### config.mk
export PLATFORM = sky130hd
export DESIGN_NAME = mac_frame_acc_flat
export DESIGN_NICKNAME = d
export VERILOG_FILES = /design/src/rtl/mac_frame_acc_if.sv /design/src/rtl/mac_frame_acc.sv /design/src/flat_wrapper.sv
export SDC_FILE = /design/constraint.sdc
export NUM_CORES = 1
export LEC_CHECK = 0
export ABC_CLOCK_PERIOD_IN_PS = 3400
export CAP_MARGIN = 20
export CORE_MARGIN = 2
export CORE_UTILIZATION = 55
export CTS_BUF_LIST = sky130_fd_sc_hd__clkbuf_8
export CTS_CLUSTER_DIAMETER = 50
export DETAILED_ROUTE_END_ITERATION = 10
export HOLD_SLACK_MARGIN = 0.03
export PLACE_DENSITY_LB_ADDON = 0.15
export REMOVE_ABC_BUFFERS = 1
export SYNTH_ARGS = -nofsm -noshare
export SYNTH_HDL_FRONTEND = slang
export SYNTH_SLANG_ARGS = --single-unit
export TNS_END_PERCENT = 50
### constraint.sdc
create_clock -name clk_i -period 3.4 [get_ports clk_i]
set_input_delay 1.02 -clock clk_i [delete_from_list [all_inputs] [get_ports clk_i]]
set_output_delay 1.02 -clock clk_i [all_outputs]
set_load 0.01 [all_outputs]
### src/rtl/mac_frame_acc_if.sv
// mac_frame_acc_if
// Purpose: groups the sample-input and frame-sum-output handshakes of
//          mac_frame_acc into one bundle.
// Signals:
//   d_i          sample (unsigned, IN_W bits)
//   d_valid_i    sample valid
//   d_ready_o    accumulator can take a sample this cycle
//   sum_o        frame sum (unsigned, ACC_W bits)
//   sum_valid_o  sum_o / overflow_o valid
//   sum_ready_i  downstream accepts sum_o
//   overflow_o   frame sum exceeded 2^ACC_W-1
//   count_o      samples accepted in the current frame
// Modports: master = producer/consumer side, slave = accumulator side.
interface mac_frame_acc_if #(
  parameter int IN_W      = 16,
  parameter int ACC_W     = 24,
  parameter int FRAME_LEN = 4
);
  localparam int CNT_W = $clog2(FRAME_LEN + 1);

  logic [IN_W-1:0]  d_i;
  logic             d_valid_i;
  logic             d_ready_o;
  logic [ACC_W-1:0] sum_o;
  logic             sum_valid_o;
  logic             sum_ready_i;
  logic             overflow_o;
  logic [CNT_W-1:0] count_o;

  modport master (
    output d_i, d_valid_i, sum_ready_i,
    input  d_ready_o, sum_o, sum_valid_o, overflow_o, count_o
  );

  modport slave (
    input  d_i, d_valid_i, sum_ready_i,
    output d_ready_o, sum_o, sum_valid_o, overflow_o, count_o
  );
endinterface

### src/rtl/mac_frame_acc.sv
// mac_frame_acc
// Purpose: accumulates FRAME_LEN consecutive multiply-add results into a
//          wider running sum and presents each frame total on a registered
//          valid/ready output. One bubble cycle per frame while the total
//          is held.
// Ports:
//   clk_i   single clock, all state on rising edge
//   rst_i   synchronous active-high reset
//   bus     mac_frame_acc_if.slave (sample in, frame sum out, count)
// Parameters: IN_W (sample width), ACC_W (sum width, IN_W..32),
//             FRAME_LEN (samples per frame, 1..255); must match the
//             parameters of the connected interface.
// Build option: define MAC_FRAME_ACC_SAT_EN to clamp the frame sum to
//               all-ones on overflow; otherwise the sum wraps modulo
//               2^ACC_W. overflow_o behaves the same in both builds.
module mac_frame_acc #(
  parameter int IN_W      = 16,
  parameter int ACC_W     = 24,
  parameter int FRAME_LEN = 4
) (
  input logic            clk_i,
  input logic            rst_i,
  mac_frame_acc_if.slave bus
);

  localparam int CNT_W = $clog2(FRAME_LEN + 1);
  localparam int NXT_W = ACC_W + 1;
  localparam logic [CNT_W-1:0] LAST_IDX = CNT_W'(FRAME_LEN - 1);

  typedef enum logic {
    ACCUM = 1'b0,
    HOLD  = 1'b1
  } state_t;

  state_t           r_state;
  logic [ACC_W-1:0] r_acc;
  logic [CNT_W-1:0] r_count;
  logic             r_sticky;
  logic [ACC_W-1:0] r_sum;
  logic             r_ovf;

  logic [NXT_W-1:0] w_next;
  logic             w_carry;
  logic             w_ovf;
  logic [ACC_W-1:0] w_accNext;

  // One extra bit catches the carry out of the accumulator; the sticky
  // flag remembers any earlier carry within the same frame.
  assign w_next  = {1'b0, r_acc} + NXT_W'(bus.d_i);
  assign w_carry = w_next[ACC_W];
  assign w_ovf   = r_sticky | w_carry;

`ifdef MAC_FRAME_ACC_SAT_EN
  // Once a frame has overflowed the accumulator stays pinned at all-ones.
  assign w_accNext = w_ovf ? {ACC_W{1'b1}} : w_next[ACC_W-1:0];
`else
  assign w_accNext = w_next[ACC_W-1:0];
`endif

  // Outputs decode registered state only, so nothing on the input side
  // reaches an output combinationally.
  assign bus.d_ready_o   = (r_state == ACCUM);
  assign bus.sum_valid_o = (r_state == HOLD);
  assign bus.sum_o       = r_sum;
  assign bus.overflow_o  = r_ovf;
  assign bus.count_o     = r_count;

  // Frame FSM: ACCUM takes samples until the last one of the frame, which
  // is folded straight into sum_o; HOLD parks the total until downstream
  // takes it. The accumulator is cleared on the final sample so the next
  // frame starts from zero as soon as HOLD is left.
  always_ff @(posedge clk_i) begin
    if (rst_i) begin
      r_state  <= ACCUM;
      r_acc    <= '0;
      r_count  <= '0;
      r_sticky <= 1'b0;
      r_sum    <= '0;
      r_ovf    <= 1'b0;
    end else begin
      case (r_state)
        ACCUM: begin
          if (bus.d_valid_i) begin
            if (r_count == LAST_IDX) begin
              r_sum    <= w_accNext;
              r_ovf    <= w_ovf;
              r_state  <= HOLD;
              r_acc    <= '0;
              r_count  <= '0;
              r_sticky <= 1'b0;
            end else begin
              r_acc    <= w_accNext;
              r_count  <= r_count + 1'b1;
              r_sticky <= w_ovf;
            end
          end
        end
        HOLD: begin
          if (bus.sum_ready_i) begin
            r_state <= ACCUM;
            r_ovf   <= 1'b0;
          end
        end
        default: r_state <= ACCUM;
      endcase
    end
  end

endmodule

### src/flat_wrapper.sv
// flat-port wrapper written by rule: the top's interface ports become plain ports
module mac_frame_acc_flat 
#(
  parameter int IN_W      = 16,
  parameter int ACC_W     = 24,
  parameter int FRAME_LEN = 4
)
  (clk_i, rst_i, bus_d_i, bus_d_valid_i, bus_sum_ready_i, bus_d_ready_o, bus_sum_o, bus_sum_valid_o, bus_overflow_o, bus_count_o);
  mac_frame_acc_if #(.IN_W(IN_W), .ACC_W(ACC_W), .FRAME_LEN(FRAME_LEN)) bus_i ();
  input logic clk_i;
  input logic rst_i;
  input wire logic [$bits(bus_i.d_i)-1:0] bus_d_i;
  input wire logic [$bits(bus_i.d_valid_i)-1:0] bus_d_valid_i;
  input wire logic [$bits(bus_i.sum_ready_i)-1:0] bus_sum_ready_i;
  output wire logic [$bits(bus_i.d_ready_o)-1:0] bus_d_ready_o;
  output wire logic [$bits(bus_i.sum_o)-1:0] bus_sum_o;
  output wire logic [$bits(bus_i.sum_valid_o)-1:0] bus_sum_valid_o;
  output wire logic [$bits(bus_i.overflow_o)-1:0] bus_overflow_o;
  output wire logic [$bits(bus_i.count_o)-1:0] bus_count_o;
  assign bus_i.d_i = bus_d_i;
  assign bus_i.d_valid_i = bus_d_valid_i;
  assign bus_i.sum_ready_i = bus_sum_ready_i;
  assign bus_d_ready_o = bus_i.d_ready_o;
  assign bus_sum_o = bus_i.sum_o;
  assign bus_sum_valid_o = bus_i.sum_valid_o;
  assign bus_overflow_o = bus_i.overflow_o;
  assign bus_count_o = bus_i.count_o;
  mac_frame_acc #(.IN_W(IN_W), .ACC_W(ACC_W), .FRAME_LEN(FRAME_LEN)) u_core (.clk_i(clk_i), .rst_i(rst_i), .bus(bus_i));
endmodule
==> impl_metrics.env <==
export IMPL_setup_viol=0
export IMPL_cts_buffer_depth=2
export IMPL_grt_usage=0.263
export IMPL_cts_sinks=54
export IMPL_post_cts_setup_buffers=0
export IMPL_nFillCells=428
export IMPL_worstHoldPathType="reg -> reg"
export IMPL_drv_cap=0
export IMPL_grt_max_degree=23
export IMPL_holdPathStages=2
export IMPL_antenna_found_initial=0
export IMPL_clk_pin_slew_ns=0.10
export IMPL_crit_fanout=3
export IMPL_p_per_area_nw_per_um2=446
export IMPL_crit_required_ns=3.60
export IMPL_yosys_register_bits=54
export IMPL_ys_warn_count=0
export IMPL_yosys_area_top_type="dfxtp_1"
export IMPL_grt_pass1_wl_mm=13.0
export IMPL_synthCells=369
export IMPL_cpPeakStageDelay_ns=0.46
export IMPL_routed_wl_mm=7.61
export IMPL_crit_path_frequent_cell="a21oi_1"
export IMPL_period_minus_slack_ns=3.13
export IMPL_dr_pass1_iters=4
export IMPL_start_kind="input port"
export IMPL_ff2ff_setup_slack_ns=1.10
export IMPL_n_antenna_cell=0
export IMPL_gp_congestion=0.853
export IMPL_synth_edf_count=0
export IMPL_avgSynthCellArea_um2=8.18
export IMPL_clock_tree_root_cell="clkbuf_8"
export IMPL_syn2layout_area_growth_pct=25.5
export IMPL_viasPerCell=5.83
export IMPL_synth_top_area_frac=0.358
export IMPL_wl_per_cell_um=15.3
export IMPL_setup_slack_ns=0.274
export IMPL_post_cts_resize_count=0
export IMPL_die_area_um2=6090
export IMPL_synth_seq_area_share=0.358
export IMPL_path_class="in -> reg"
export IMPL_start_util=0.580
export IMPL_dp_hpwl_mm=5.62
export IMPL_nets=465
export IMPL_port_buffers=49
export IMPL_htree_levels=2
export IMPL_cp_end_kind="flop"
export IMPL_die_x_um=78.1
export IMPL_ys_types=58
export IMPL_place_ws_ns=-0.0269
export IMPL_hp_start="u_core.bus.sum_o[10]"
export IMPL_clk_latency_ns=0.31
export IMPL_p_leak_nw=1.49
export IMPL_cts_buffers=5
export IMPL_synth_most_common_cell="nand2_1"
export IMPL_synth_ff_type="dfxtp_1"
export IMPL_r2r_cells=10
export IMPL_worstPathArrival_ns=3.33
export IMPL_yosys_top_cells_area="dfxtp_1 (36%), nand2_1 (7.1%), ha_1 (7.1%)"
export IMPL_core_um2=5200
export IMPL_cts_tree="built"
export IMPL_postRouteAntennaNets=0
export IMPL_tns_ns=0
export IMPL_path_cells="clkdlybuf4s50_1 -> ha_1 -> inv_1 -> fa_1 -> nor2b_4 -> o31ai_4 -> a21boi_2 -> o21ai_0 -> a21oi_1 -> mux2i_1 -> a21oi_1"
export IMPL_r2r_end="u_core.bus.sum_o[18]"
export IMPL_post_route_period_util=0.919
export IMPL_synthesis_area_um2=3020
export IMPL_die_h_um=78.1
export IMPL_reg2reg_from="u_core.r_acc[0]"
export IMPL_gr_total_overflow=0
export IMPL_async_reset_ff_frac=0
export IMPL_layout_drive_gt1_share=0.105
export IMPL_vias=2903
export IMPL_holdPathEnd="u_core.bus.sum_o[10]"
export IMPL_ir_drop_v=0.000311
export IMPL_maxSlewViolCount=0
export IMPL_worst_pin_slew_ns=0.868
export IMPL_cts_hold_buffers_added=0
export IMPL_io_pins=50
export IMPL_rsz0062_at_grt="false"
export IMPL_rows=26
export IMPL_drcViolationCount=0
export IMPL_drt_iter0_drc=224
export IMPL_synth_commonest_cells="nand2_1 (57), dfxtp_1 (54), a21oi_1 (39), nor2_1 (30), o21ai_0 (20)"
export IMPL_fmax_mhz=320
export IMPL_hold_viol_final=0
export IMPL_relSlewSlack=0.421
export IMPL_finalClockSkew_ns=0.00487
export IMPL_crit_path_top_delay_cell="clkdlybuf4s50_1"
export IMPL_status="complete, no violations"
export IMPL_grt_pass1_vias=2815
where the power goes:
| part | switching [mW] | internal [mW] |
|---|---|---|
| Clock | 0.210 | 0.215 |
| Combinational | 0.293 | 0.253 |
| Sequential | 0.0316 | 0.688 |
| Total | 0.534 | 1.16 |
logic make-up (layout without fill, tap and decap cells):
group                    after synthesis  count (layout)  synth area share
flip-flops                            54              54             0.358
AO/OA/AOI/OAI                        120             120             0.267
AND/OR/NAND/NOR                      130             130             0.202
multiplexers                           4               4            0.0137
buffers and inverters                 26              85            0.0332
adder cells (fa/ha/maj)               18              18            0.0771
XOR/XNOR                              17              17            0.0494
routing by layer:
layer	up-vias	GRT usage	wire length, um
li1	1443	-	-
met1	1361	0.332	3370
met2	82	0.445	3690
met3	17	0.0471	382
met4	0	0.111	163
met5	-	0	0
critical path, delay by kind of cell:
kind / cells / cell delay (ns)
multiplexers: 1 / 0.22
adder cells (fa/ha/maj): 2 / 0.59
AND/OR/NAND/NOR: 1 / 0.16
AO/OA/AOI/OAI: 5 / 0.82
buffers and inverters: 2 / 0.52
area by class of cell:
cell class	instances	area [um^2]	share of cell area
multi-input combinational	289	1840	0.485
clock buffer	5	68.8	0.0182
tap	70	87.6	0.0231
timing repair buffer	70	648	0.171
sequential	54	1080	0.285
inverter	7	26.3	0.00694
clock inverter	3	37.5	0.00991
registers in the layout (all words and copies together), names as in the netlist:
register and cells:
u_core.bus.sum_o 24, u_core.r_acc 24, u_core.bus.count_o 3, u_core.bus.overflow_o 1, u_core.bus.sum_valid_o 1, u_core.r_sticky 1
placed cells by master (no fill, tap or decap), types with 2 or more instances in the layout:
| cell | count |
|---|---|
| mux2i_1 | 3 |
| a22oi_1 | 7 |
| o211ai_1 | 4 |
| nand2_1 | 57 |
| o211a_1 | 3 |
| nor2b_1 | 2 |
| or3_1 | 3 |
| a21boi_0 | 2 |
| a31oi_1 | 5 |
| a21oi_1 | 39 |
| a211oi_1 | 5 |
| and2_4 | 2 |
| nor2_1 | 29 |
| o21a_1 | 2 |
| ha_1 | 17 |
| inv_1 | 8 |
| and2_1 | 2 |
| buf_4 | 21 |
| o22ai_1 | 6 |
| o21bai_1 | 2 |
| o21ai_0 | 20 |
| clkdlybuf4s50_1 | 49 |
| a21o_1 | 8 |
| and3_1 | 2 |
| nand4_1 | 4 |
| nor2_2 | 2 |
| nand2b_1 | 3 |
| xnor2_1 | 12 |
| and4_1 | 3 |
| clkbuf_8 | 5 |
| nand3_1 | 10 |
| o31ai_2 | 2 |
| nor3_1 | 6 |
| xor2_1 | 5 |
| dfxtp_1 | 54 |
per-stage QoR:
stage / util / power [mW] / cells / hold WS [ns] / area (um^2)
after CTS: 0.728 / 1.69 / 498 / 0.465 / 3790
after global placement: 0.707 / 1.26 / 490 / 0.440 / 3680
after global routing: 0.728 / 1.78 / 498 / 0.487 / 3790
after detailed placement: 0.707 / 1.27 / 490 / 0.448 / 3680
final: 0.728 / 1.69 / 498 / 0.463 / 3790
after floorplan: - / 1.06 / 350 / 0.429 / 2940
how the worst max path moves through the flow:
stage	start	endpoint
final	bus_d_i[0]	u_core.r_acc[16]
after global routing	bus_d_i[4]	u_core.r_acc[17]
after CTS	bus_d_i[0]	u_core.bus.sum_o[18]
after detailed placement	bus_d_i[0]	u_core.bus.sum_o[20]
after global placement	bus_d_i[0]	u_core.bus.sum_o[18]
after floorplan	bus_d_valid_i	u_core.bus.sum_o[11]
No activity file was read; power rests on OpenSTA's default activity.
